$ cat src/rtl/bus_interface_unit.sv
// Multiplexed external-bus master: a 16-bit address goes out in two byte phases, then one
// data phase that can stall on pin_rdy; it ends with either a response or a timeout error.
module bus_interface_unit #(
  parameter int WAIT_TIMEOUT = 15
) (
  input  logic        clk,
  input  logic        rst_n,
  input  logic        req_valid,
  output logic        req_ready,
  input  logic [15:0] req_addr,
  input  logic        req_we,
  input  logic [7:0]  req_wdata,
  output logic        rsp_valid,
  output logic [7:0]  rsp_rdata,
  output logic        rsp_err,
  output logic        busy,
  input  logic        pin_rdy,
  output logic [7:0]  uo_out,
  input  logic [7:0]  uio_in,
  output logic [7:0]  uio_out,
  output logic [7:0]  uio_oe,
  output logic [2:0]  dbg_state
);

  typedef enum logic [2:0] {
    IDLE    = 3'd0,
    ADDR_HI = 3'd1,
    ADDR_LO = 3'd2,
    DATA    = 3'd3,
    DONE    = 3'd4
  } state_t;

  localparam logic [3:0] WAIT_LAST = 4'(WAIT_TIMEOUT - 1);

  state_t      state;
  logic [3:0]  wait_cnt;
  logic [15:0] addr_q;
  logic        we_q;
  logic [7:0]  wdata_q;

  assign dbg_state = state;

  // Handshake: a request is taken on any rising edge where req_valid and req_ready are both 1.
  // Every output is a register loaded with the value belonging to the state being entered,
  // so the pins always describe the current state and nothing passes straight through.
  always_ff @(posedge clk) begin
    if (!rst_n) begin
      state     <= IDLE;
      wait_cnt  <= 4'd0;
      addr_q    <= 16'h0000;
      we_q      <= 1'b0;
      wdata_q   <= 8'h00;
      req_ready <= 1'b1;
      busy      <= 1'b0;
      rsp_valid <= 1'b0;
      rsp_rdata <= 8'h00;
      rsp_err   <= 1'b0;
      uo_out    <= 8'h00;
      uio_out   <= 8'h00;
      uio_oe    <= 8'h00;
    end else begin
      rsp_valid <= 1'b0;
      case (state)
        IDLE: begin
          if (req_valid) begin
            addr_q    <= req_addr;
            we_q      <= req_we;
            wdata_q   <= req_wdata;
            state     <= ADDR_HI;
            req_ready <= 1'b0;
            busy      <= 1'b1;
            uo_out    <= req_addr[15:8];
            uio_out   <= {7'b0, ~req_we};
            uio_oe    <= 8'h01;
          end
        end
        ADDR_HI: begin
          state  <= ADDR_LO;
          uo_out <= addr_q[7:0];
        end
        ADDR_LO: begin
          state    <= DATA;
          wait_cnt <= 4'd0;
          if (we_q) begin
            uio_out <= wdata_q;
            uio_oe  <= 8'hFF;
          end else begin
            uio_out <= 8'h00;
            uio_oe  <= 8'h00;
          end
        end
        DATA: begin
          if (pin_rdy || wait_cnt == WAIT_LAST) begin
            state     <= DONE;
            rsp_valid <= 1'b1;
            rsp_err   <= ~pin_rdy;
            rsp_rdata <= (pin_rdy && !we_q) ? uio_in : 8'h00;
            uo_out    <= 8'h00;
            uio_out   <= 8'h00;
            uio_oe    <= 8'h00;
          end else begin
            wait_cnt <= wait_cnt + 4'd1;
          end
        end
        DONE: begin
          state     <= IDLE;
          req_ready <= 1'b1;
          busy      <= 1'b0;
        end
        default: begin
          state     <= IDLE;
          req_ready <= 1'b1;
          busy      <= 1'b0;
          uo_out    <= 8'h00;
          uio_out   <= 8'h00;
          uio_oe    <= 8'h00;
        end
      endcase
    end
  end

endmodule

$ cat config.mk
export PLATFORM = sky130hd
export DESIGN_NAME = bus_interface_unit
export DESIGN_NICKNAME = d
export VERILOG_FILES = /design/src/rtl/bus_interface_unit.sv
export SDC_FILE = /design/constraint.sdc
export NUM_CORES = 1
export LEC_CHECK = 0
export ABC_AREA = 1
export CAP_MARGIN = 20
export CORE_AREA = 5 5 80 82
export DETAILED_ROUTE_END_ITERATION = 8
export DIE_AREA = 0 0 85 87
export PLACE_DENSITY = 0.76
export RECOVER_POWER = 50
export SLEW_MARGIN = 40
export SYNTH_ARGS = -nofsm -noshare
export SYNTH_HDL_FRONTEND = slang
export SYNTH_SLANG_ARGS = --single-unit
$ cat constraint.sdc
create_clock -name clk -period 3.7 [get_ports clk]
set_input_delay 0.555 -clock clk [delete_from_list [all_inputs] [get_ports clk]]
set_output_delay 0.555 -clock clk [all_outputs]
set_load 0.01 [all_outputs]
### After elaboration in Yosys (flattened, before gate mapping)

Index checks and enable logic that the tools add are counted.

| storage, ports and cells | value |
|---|---|
| input bits | 37 |
| latch bits | 0 |
| word-level logic and storage cells | 63 |
| memory bits (read-only) | 0 |
| memories | 0 |
| RAM bits | 0 |
| output and inout port bits | 39 |
| register bits | 60 |

| operators by class | value |
|---|---|
| divide/modulo/power cells | 0 |
| reduce and logical (&&, ||, !) cells | 16 |
| multipliers | 0 |
| add/subtract/negate cells | 1 |
| shift operators | 0 |
| multiplexer cells | 20 |
| equal/unequal tests | 8 |
| bitwise operators | 5 |
| magnitude comparators | 0 |

Operators by type and width:

| operator | number |
|---|---|
| one-hot mux 8 bit (4 select lines) | 3 |
| 2-to-1 mux 8 bit | 7 |
| one-hot mux 3 bit (4 select lines) | 1 |
| AND reduction 2 bit | 6 |
| one-hot mux 4 bit (2 select lines) | 1 |
| == test 3 x 2 -> 1 bit, second input constant | 2 |
| 2-to-1 mux 3 bit | 2 |
| != test 2 bit, second input constant | 3 |
| AND reduction 3 bit | 2 |
| NOT 1 bit | 5 |
| adder 4 x 1 -> 4 bit, second input constant | 1 |
| == test 4 bit, second input constant | 1 |
| 2-to-1 mux 4 bit | 1 |
| one-hot mux 1 bit (2 select lines) | 2 |
| OR reduction 2 bit | 2 |
| == test 3 x 1 -> 1 bit, second input constant | 1 |
| == test 3 bit, second input constant | 1 |
| logical NOT 3 bit | 1 |
| 2-to-1 mux 1 bit | 3 |
| OR reduction 3 bit | 1 |
| nonzero test 2 bit | 1 |
| logical AND 1 bit | 1 |
| logical NOT 1 bit | 1 |
| logical OR 1 bit | 1 |

### Longest topological paths before layout

Gate-level depths: netlist of run 1.

| logic depth | value |
|---|---|
| depth in word-level cells | 4 |
| depth in mapped cells | 10 |
| depth with buffers taken out | 9 |

### Least setup slack after synthesis of run 1

Ideal clock, no wire load.

| timing | value |
|---|---|
| kind | in2reg |
| start point | in req_valid |
| end point | reg uio_out[0] |
| library setup time | 113 ps |
| data required time | 3587 ps |
| path slack | 2209 ps |
| arrival | 1378 ps |
| buffers on the path | 2 |
| stages | 7 |
| path through | buf_2 > inv_1 > nand3_2 > nand3_4 > buf_8 > nor2_1 > nor2_1 |

| on the way | value |
|---|---|
| word-level cells in the longest chain between the ends | 2 |

RTL lines:

| element | line | RTL |
|---|---|---|
| start, declared | 8 | `input logic req_valid,` |
| != test 2 bit (no line) | - |  |
| AND reduction 3 bit (no line) | - |  |
| end signal, assigned | 73 | `uio_out <= {7'b0, ~req_we};` |
| end signal, assigned | 85 | `uio_out <= wdata_q;` |
| end, declared | 20 | `output logic [7:0] uio_out,` |

No other way between the ends.
A chain may end at the register's enable or synchronous reset.

### Worst setup path in the final report of run 1

| timing | value |
|---|---|
| start point | reg state[0], in the netlist dbg_state[0] |
| end point | reg addr_q[5] |

| on the way | value |
|---|---|
| word-level cells in the longest chain between the ends | 2 |

RTL lines:

| element | line | RTL |
|---|---|---|
| start, declared | 35 | `state_t state;` |
| start signal, assigned | 48 | `state <= IDLE;` |
| start signal, assigned | 69 | `state <= ADDR_HI;` |
| start signal, assigned | 78 | `state <= ADDR_LO;` |
| logical NOT 3 bit | 63 | `case (state)` |
| AND reduction 2 bit (no line) | - |  |
| end signal, assigned | 66 | `addr_q <= req_addr;` |
| end, declared | 37 | `logic [15:0] addr_q;` |

No other way between the ends.

==> run_results.csv, run 1 <==
group,metric,value,unit
detailed_routing,viasPerCell,4.688,
clock_network,post-cts-setup-buffer-count,0,
critical_path,arrival,2.56,ns
placed_design,pre_cts_slack,1.594,ns
synth,synth_fp_nets,376,
clock_network,holdBufCountCts,0,
power_and_ir_drop,leakagePower,1.430,nW
clock_network,h-tree-depth,2,
timing,post-route-min-period,2.402,ns
clock_network,cts.path.max_buffers,2,
cells_and_area,diodes,0,
timing,tightest_slew,0.7371,ns
timing,timing.final.crit_share,0.6492,
synth,syn_inst,337,
timing,rsz0062_at_grt,"false",
synth,ys_seq_area_frac,0.4417,
critical_path,rr_endpoint,"addr_q[5]",
global_route,grt_usage,0.1480,
timing,clock.fmax,416.3,MHz
synth,synth_area_per_cell,7.262,µm²
placed_design,gp_congestion,0.7882,
detailed_routing,drt_iter0_markers,108,
synth,ys_ff_latch,54,
global_route,antenna_found_initial,0,
detailed_routing,drc,0,
floorplanning,rows,28,
floorplanning,start_util,0.4312,
global_route,grt_first_pass_wirelength,8.963,mm
hold_path,holdPathEnd,"addr_q[0]",
placed_design,portBuffers,75,
timing,setup_ws,1.298,ns
critical_path,r2r_cells,6,
global_route,overflow,0,
floorplanning,fp.dieW,85,µm
timing,hold_violations,0,
floorplanning,io_pins,76,
clock_network,cts_buffers,5,
critical_path,cpMaxStageDelayCell,"nand2_1",
power_and_ir_drop,p_per_area,431.1,mW/mm²
critical_path,required,3.86,ns
synth,yosysWarnings,0,
timing,skew,0.006962,ns
critical_path,worstSetupEndpointType,"register",
hold_path,min_path_cells,2,
status,outcome,"finished, final reports clean",
hold_path,min_from,"addr_q[0]",
timing,timing.setup.tns,0,ns
clock_network,cts_resized,0,
critical_path,path_max_fanout,26,
detailed_routing,routed_wl,5.534,mm
detailed_routing,ant_nets,0,
critical_path,max_stage_delay,0.59,ns
placed_design,dp_hpwl,4.076,mm
synth,netlist_area,0.002447,mm²
power_and_ir_drop,ir_worst_vdd,0.1937,mV
detailed_routing,wl_per_cell,11.65,µm
critical_path,critical_path.cell_chain,"nor2_1, nand2_1, inv_1, nand2_1, o21ai_0, a21oi_1",
cells_and_area,final_nets,440,
critical_path,start_kind,"register",
critical_path,crit_path_frequent_cell,"nand2_1",
clock_network,clk_pin_slew_worst_paths,0.09,ns
cells_and_area,fin_util,0.5697,
global_route,grt_pass1_vias,2071,
job,cap_violations,0,
clock_network,cts-root-buf,"clkbuf_8",
floorplanning,die_h,87,µm
critical_path,ff2ff_setup_slack,1.30,ns
critical_path,critPathKind,"reg2reg",
detailed_routing,dr_total_vias,2227,
cells_and_area,area_growth,32.11,%
detailed_routing,first_pass_iters,4,
timing,worst_slew_margin_rel,0.5074,
cells_and_area,nFillCells,565,
clock_network,insertion_delay,0.30,ns
cells_and_area,drive_gt1_frac,0.04750,
timing,setup_violations,0,
floorplanning,die_area,0.007395,mm²
critical_path,critPathBufInv,1,
floorplanning,core_area,0.005675,mm²
power_and_ir_drop,total_power,1.394,mW
critical_path,timing.rr.start,"dbg_state[0]",
critical_path,crit_family,"simple AND/OR/NAND/NOR gates",
synth,ys_types,28,
hold_path,hold_class,"reg2reg",
global_route,grt_max_degree,40,
timing,drv_slew,0,
clock_network,cts_tree,"yes",
clock_network,cts.sink_count,54,
## where the power goes
group	internal, mW	total, mW	switching (mW)
registers	0.644	0.680	0.0359
clock network	0.145	0.313	0.169
logic	0.181	0.401	0.219
total	0.970	1.39	0.424
## cell families after synthesis
| family | share of synthesized area |
|---|---|
| DFF | 0.4417 |
| xor gates and xnor gates | 0.003579 |
| and+or+nand+nor | 0.3052 |
| buffers and inverters | 0.1237 |
| AOI/OAI and AO/OA | 0.1155 |
| adders and majority gates | 0.01022 |
## registers in the layout, summed over array words and instances (netlist names)
signal,flops
addr_q,8
busy,1
dbg_state,3
req_ready,1
rsp_err,1
rsp_rdata,8
rsp_valid,1
uio_oe,2
uio_out,8
uo_out,8
wait_cnt,4
wdata_q,8
we_q,1
## synthesized netlist by cell type (all sizes together)
| cell | count | area [µm²] |
|---|---|---|
| a31oi | 1 | 6.260 |
| or2 | 1 | 6.260 |
| nand3 | 26 | 197.7 |
| o21a | 2 | 15.01 |
| clkinv | 1 | 5.000 |
| a21oi | 23 | 115.1 |
| xor2 | 1 | 8.760 |
| nand3b | 1 | 7.510 |
| nor2 | 48 | 190.2 |
| o22ai | 1 | 6.260 |
| ha | 2 | 25.02 |
| dfxtp | 54 | 1081 |
| nand2 | 83 | 326.6 |
| inv | 43 | 161.4 |
| buf | 15 | 121.4 |
| nand4 | 3 | 18.77 |
| o21ai | 28 | 140.1 |
| clkbuf | 4 | 15.01 |
## worst min-delay path: cells and delay by family, from the launching register on
kind / cells / cell delay (ns)
AOI/OAI and AO/OA: 1 / 0.05
buffers and inverters: 1 / 0.06
DFF: 1 / 0.31
## stage by stage
step	std cells	cell area, µm²	hold slack, ns
final	475	3233	0.4603
after global routing	475	3233	0.4695
after CTS	475	3246	0.4600
after detailed placement	469	3163	0.4471
after global placement	469	3163	0.4362
after floorplan	337	2447	0.4246
## per-layer routing
metal | up-vias | part of all wire | global-route usage | wire length (µm)
met3 | 7 | 0.044 | 0.02649 | 246
met4 | 0 | 0.014 | 0.05180 | 79
li1 | 1172 | - | - | -
met1 | 993 | 0.42 | 0.1691 | 2337
met2 | 55 | 0.52 | 0.2754 | 2871
met5 | - | 0 | 0 | 0
## cell usage in the layout (no fill, tap or decap)
cell,count
nand2_2,2
o21a_1,2
clkinv_2,1
nor2_1,47
o22ai_1,1
or2_1,1
nand3b_1,1
o21ai_0,28
xor2_1,1
clkdlybuf4s50_1,44
nand2_1,81
nand3_2,1
dlygate4sd3_1,31
ha_1,2
nor2_4,1
a21oi_1,23
dfxtp_1,54
nand4_1,3
inv_1,41
nand3_1,20
buf_4,1
nand3_4,5
inv_2,2
a31oi_1,1
clkbuf_8,6
## worst max path at each step
stage                            start      endpoint  depth (start not counted)
final                     dbg_state[0]     addr_q[5]                          6
after global routing      dbg_state[0]     addr_q[5]                          6
after CTS                 dbg_state[0]  dbg_state[0]                          1
after detailed placement     req_valid    uio_out[2]                          6
after global placement         pin_rdy  rsp_rdata[6]                          7
after floorplan              req_valid    uio_out[0]                          7
## cell type report
type | count | area, µm² | share of cell area
multi-input combinational | 220 | 1051 | 0.3251
tap | 75 | 93.84 | 0.02902
clock buffer | 6 | 82.58 | 0.02554
timing repair buffer | 76 | 758.2 | 0.2345
sequential | 54 | 1081 | 0.3344
inverter | 44 | 166.4 | 0.05147
No activity file was read; power rests on OpenSTA's default activity.
==> run 2, diff against run 1 <==
- CORE_AREA: 5 5 80 82 -> 5 5 83 85
- DIE_AREA: 0 0 85 87 -> 0 0 88 90
- PLACE_DENSITY: 0.76 -> 0.74
- clock period: 3.7 -> 2.2 ns (I/O delays scaled with it)
==> run 2 against run 1 <==
Non-clock buffer count up 2. Power increased by 74%. Cell count up 1.3%. Design area up 0.31%. Clock skew up 0.0020 ns. Via count about the same.
==> run_results.csv, run 2 (synthesis results as in run 1) <==
group,metric,value,unit
detailed_routing,drt_iter0_markers,131,
detailed_routing,routed_wl,5.616,mm
critical_path,required,2.40,ns
cells_and_area,final_common_cell,"nand2_1",
power_and_ir_drop,total_power,2.425,mW
power_and_ir_drop,leakagePower,1.449,nW
cells_and_area,nFillCells,613,
critical_path,max_stage_delay,0.53,ns
critical_path,crit_path_frequent_cell,"nand2_1",
clock_network,clk_pin_slew_worst_paths,0.10,ns
critical_path,critPathBufInv,0,
cells_and_area,drive_gt1_frac,0.05693,
clock_network,cts_resized,0,
global_route,overflow,0,
timing,drv_slew,0,
status,outcome,"finished, final reports clean",
clock_network,cts-root-buf,"clkbuf_8",
floorplanning,die_area,0.007920,mm²
cells_and_area,final_nets,442,
job,cap_violations,0,
timing,holdWs,0.4503,ns
cells_and_area,fin_util,0.5289,
timing,clock.fmax,562.8,MHz
timing,post-route-min-period,1.777,ns
critical_path,cp-startpoint,"dbg_state[0]",
floorplanning,rows,29,
detailed_routing,drc,0,
critical_path,crit_family,"simple AND/OR/NAND/NOR gates",
timing,rsz0062_at_grt,"false",
critical_path,start_kind,"register",
clock_network,insertion_delay,0.30,ns
clock_network,post-cts-setup-buffer-count,0,
critical_path,arrival,1.97,ns
timing,setup_violations,0,
clock_network,cts.path.max_buffers,2,
hold_path,min_from,"addr_q[2]",
clock_network,cts_tree,"yes",
critical_path,worstSetupEndpointType,"register",
cells_and_area,final_cell_mix,"nand2_1, dfxtp_1, nor2_1",
critical_path,ff2ff_setup_slack,0.42,ns
placed_design,dp_hpwl,4.106,mm
cells_and_area,area_growth,32.52,%
critical_path,timing.rr.start,"dbg_state[0]",
critical_path,critical_path.cell_chain,"nand2_1, nor2_1, nand3_1, nand3_2, nand2_1, nand2_1, nor2_1",
global_route,grt_pass1_vias,2005,
detailed_routing,wl_per_cell,11.68,µm
timing,timing.final.crit_share,0.8076,
global_route,antenna_found_initial,0,
timing,skew,0.008934,ns
clock_network,h-tree-depth,2,
global_route,grt_usage,0.1409,
cells_and_area,final_area,0.003243,mm²
detailed_routing,first_pass_iters,4,
floorplanning,die_h,90,µm
timing,tightest_slew,0.4989,ns
critical_path,path_max_fanout,18,
floorplanning,core_area,0.006132,mm²
power_and_ir_drop,p_per_area,747.8,mW/mm²
placed_design,portBuffers,75,
placed_design,placed_cell_area,0.003181,mm²
timing,worst_slew_margin_rel,0.6661,
global_route,grt_max_degree,27,
clock_network,holdBufCountCts,0,
cells_and_area,diodes,0,
detailed_routing,viasPerCell,4.626,
hold_path,hold_class,"reg2reg",
global_route,grt_first_pass_wirelength,9.066,mm
critical_path,critPathKind,"reg2reg",
detailed_routing,ant_nets,0,
power_and_ir_drop,ir_worst_vdd,0.3203,mV
floorplanning,start_util,0.3991,
floorplanning,fp.dieW,88,µm
clock_network,cts_buffers,5,
floorplanning,io_pins,76,
clock_network,cts.sink_count,54,
timing,hold_violations,0,
detailed_routing,dr_total_vias,2225,
placed_design,gp_congestion,0.8002,
timing,timing.setup.tns,0,ns
critical_path,cpMaxStageDelayCell,"dfxtp_1",
[run 2: worst paths after layout]
path,to,cells past startpoint
worst min-delay path,addr_q[2],2
worst max-delay path,uio_out[5],7
worst max register to register,uio_out[5],7
worst min register to register,addr_q[2],2
[run 2: area by class of cell]
| cell class | instances | area, µm² | area share |
|---|---|---|---|
| Clock buffer | 7 | 96.34 | 0.02971 |
| Clock inverter | 1 | 8.758 | 0.002701 |
| Inverter | 44 | 166.4 | 0.05131 |
| Multi-Input combinational cell | 220 | 1021 | 0.3148 |
| Sequential cell | 54 | 1081 | 0.3333 |
| Tap cell | 77 | 96.34 | 0.02971 |
| Timing Repair Buffer | 78 | 773.2 | 0.2384 |
[run 2: power breakdown]
group	internal [mW]	leakage (nW)	switching, mW	total, mW
clock network	0.289	0.0544	0.320	0.609
logic	0.305	0.951	0.368	0.673
registers	1.08	0.443	0.0596	1.14
[run 2: worst register-to-register path: stages, from the launching register on]
cell and delay, ns:
dfxtp_1 0.53, nand2_1 0.09, nor2_1 0.16, nand3_1 0.30, nand3_2 0.40, nand2_1 0.09
nand2_1 0.07, nor2_1 0.04
[run 2: layer usage]
layer  wire, µm  GRT usage
met1       2506     0.1808
met2       2742     0.2362
met3        292    0.02102
met4         74    0.04987
met5          0          0
[run 2: metrics by stage]
stage | cells | setup WS, ns
floorplan | 337 | 0.8336
global placement | 473 | 0.4325
detailed placement | 473 | 0.3220
CTS | 481 | 0.4157
global route | 481 | 0.1434
finish | 481 | 0.4233
==> run 3, diff against run 2 <==
- clock period: 2.2 -> 1.6 ns (I/O delays scaled with it)
==> run 3 against run 2 <==
Clock power increased by 49%. Non-clock buffer count increased by 6. Combinational power grew 49%. Global-route usage increased by 0.30 points. Routed wire length up 5.6%. Count of clock-buffer cells in the layout decreased by 1. First-iteration DRC count fell by 21%. Cell count up 1.7%. Clock skew up 0.0013 ns. Critical path depth is 6 lower. Critical endpoint is now dbg_state[1]. Largest cell class is now multi-input gates.
==> run_results.csv, run 3 (synthesis results as in run 1) <==
group,metric,value,unit
clock_network,cts_buffers,5,
detailed_routing,ant_nets,0,
clock_network,cts.path.max_buffers,2,
power_and_ir_drop,ir_worst_vdd,0.3842,mV
clock_network,h-tree-depth,2,
placed_design,dp_hpwl,4.270,mm
global_route,grt_pass1_vias,2034,
cells_and_area,final_nets,450,
cells_and_area,drive_gt1_frac,0.08738,
detailed_routing,drt_iter0_markers,103,
power_and_ir_drop,intPower,2.426,mW
detailed_routing,first_pass_iters,4,
timing,clock.fmax,647.4,MHz
placed_design,placed_cell_area,0.003231,mm²
placed_design,pre_cts_slack,0.01825,ns
detailed_routing,wl_per_cell,12.13,µm
detailed_routing,routed_wl,5.931,mm
critical_path,path_max_fanout,5,
global_route,grt_usage,0.1438,
power_and_ir_drop,p_per_area,1032,mW/mm²
clock_network,clk_pin_slew_worst_paths,0.10,ns
timing,timing.final.crit_share,0.9654,
critical_path,r2r_cells,9,
global_route,overflow,0,
floorplanning,die_area,0.007920,mm²
critical_path,crit_family,"buffers and inverters",
floorplanning,rows,29,
timing,worst_slew_margin_rel,0.7163,
detailed_routing,drc,0,
critical_path,arrival,1.30,ns
global_route,grt_max_degree,27,
timing,post-route-min-period,1.545,ns
timing,hold_violations,0,
critical_path,cpMaxStageDelayCell,"clkdlybuf4s50_1",
cells_and_area,fin_util,0.5511,
critical_path,path_depth,1,
timing,tightest_slew,0.4251,ns
critical_path,start_kind,"register",
power_and_ir_drop,power_frac_comb,0.288,
hold_path,min_path_cells,2,
critical_path,max_stage_delay,0.57,ns
clock_network,holdBufCountCts,0,
clock_network,cts_tree,"yes",
floorplanning,fp.dieW,88,µm
clock_network,cts-root-buf,"clkbuf_8",
global_route,antenna_found_initial,0,
cells_and_area,nFillCells,621,
timing,setup_violations,0,
status,outcome,"finished, final reports clean",
placed_design,portBuffers,75,
timing,rsz0062_at_grt,"false",
cells_and_area,diodes,0,
floorplanning,die_h,90,µm
power_and_ir_drop,seq_power_share,0.452,
critical_path,critical_path.cell_chain,"clkdlybuf4s50_1",
clock_network,insertion_delay,0.31,ns
critical_path,worstSetupEndpointType,"output port",
clock_network,cts.sink_count,54,
floorplanning,core_area,0.006132,mm²
timing,drv_slew,0,
cells_and_area,final_area,0.003379,mm²
job,cap_violations,0,
detailed_routing,viasPerCell,4.628,
floorplanning,io_pins,76,
power_and_ir_drop,p_sw,1.062,mW
timing,setup_ws,0.05538,ns
power_and_ir_drop,leakagePower,1.472,nW
placed_design,gp_congestion,0.7710,
power_and_ir_drop,p_clk_frac,0.261,
cells_and_area,final_common_cell,"nand2_1",
critical_path,critPathBufInv,1,
cells_and_area,area_growth,38.09,%
timing,skew,0.01026,ns
timing,timing.setup.tns,0,ns
floorplanning,start_util,0.3991,
critical_path,critPathKind,"reg2out",
detailed_routing,dr_total_vias,2263,
critical_path,required,1.36,ns
hold_path,hold_class,"reg2reg",
power_and_ir_drop,switching_share,0.3045,
cells_and_area,final_cell_mix,"nand2_1, clkdlybuf4s50_1, dfxtp_1",
global_route,grt_first_pass_wirelength,9.246,mm
[run 3: cell count changes in the layout (fill, tap and decap cells not counted), sizes merged, moves of 2 or more]
cell	change
buf	+6
clkdlybuf4s50	+7
nand3	+2
dlygate4sd3	-7
[run 3: metrics by stage]
step	std cells	total power [mW]	hold WS (ns)
global placement	478	2.613	0.4372
detailed placement	478	2.623	0.4406
finish	489	3.488	0.4542
floorplan	337	2.231	0.3300
CTS	486	3.532	0.4548
global route	489	3.693	0.4796
[run 3: power by group through the flow]
stage	Combinational, mW	Clock [mW]	Sequential, mW
finish	1.00	0.909	1.58
global route	1.12	0.975	1.59
CTS	1.02	0.931	1.58
detailed placement	1.02	0	1.61
global placement	1.01	0	1.60
floorplan	0.590	0	1.64
[run 3: final cells by class]
type,instances,area [µm²],share of cell area
inverter,44,166.4,0.04924
clock buffer,6,72.57,0.02147
timing repair buffer,84,830.8,0.2458
sequential,54,1085,0.3210
tap,77,96.34,0.02851
clock inverter,2,37.54,0.01111
multi-input combinational,222,1091,0.3228
[run 3: what timing repair did]
action | 4_1_cts | 5_1_grt
setup buffers | 0 | 1
endpoints found under the setup margin | 1 | 36
resized for setup | 1 | 11
pin swaps | 0 | 2
gates cloned | 0 | 2
[run 3: path summary, 6_finish.rpt]
check | from | end | slack [ns]
setup reg to reg | wait_cnt[0] | uo_out[7] | 0.15
hold reg to reg | addr_q[2] | addr_q[2] | 0.45
setup / recovery | dbg_state[1] | dbg_state[1] | 0.06
hold / removal | addr_q[2] | addr_q[2] | 0.45
[run 3: layer usage]
layer | track usage | up-vias | wire, µm
li1 | - | 1199 | -
met3 | 0.03473 | 7 | 385
met2 | 0.2381 | 62 | 2931
met4 | 0.04731 | 0 | 75
met5 | 0 | - | 0
met1 | 0.1806 | 995 | 2538
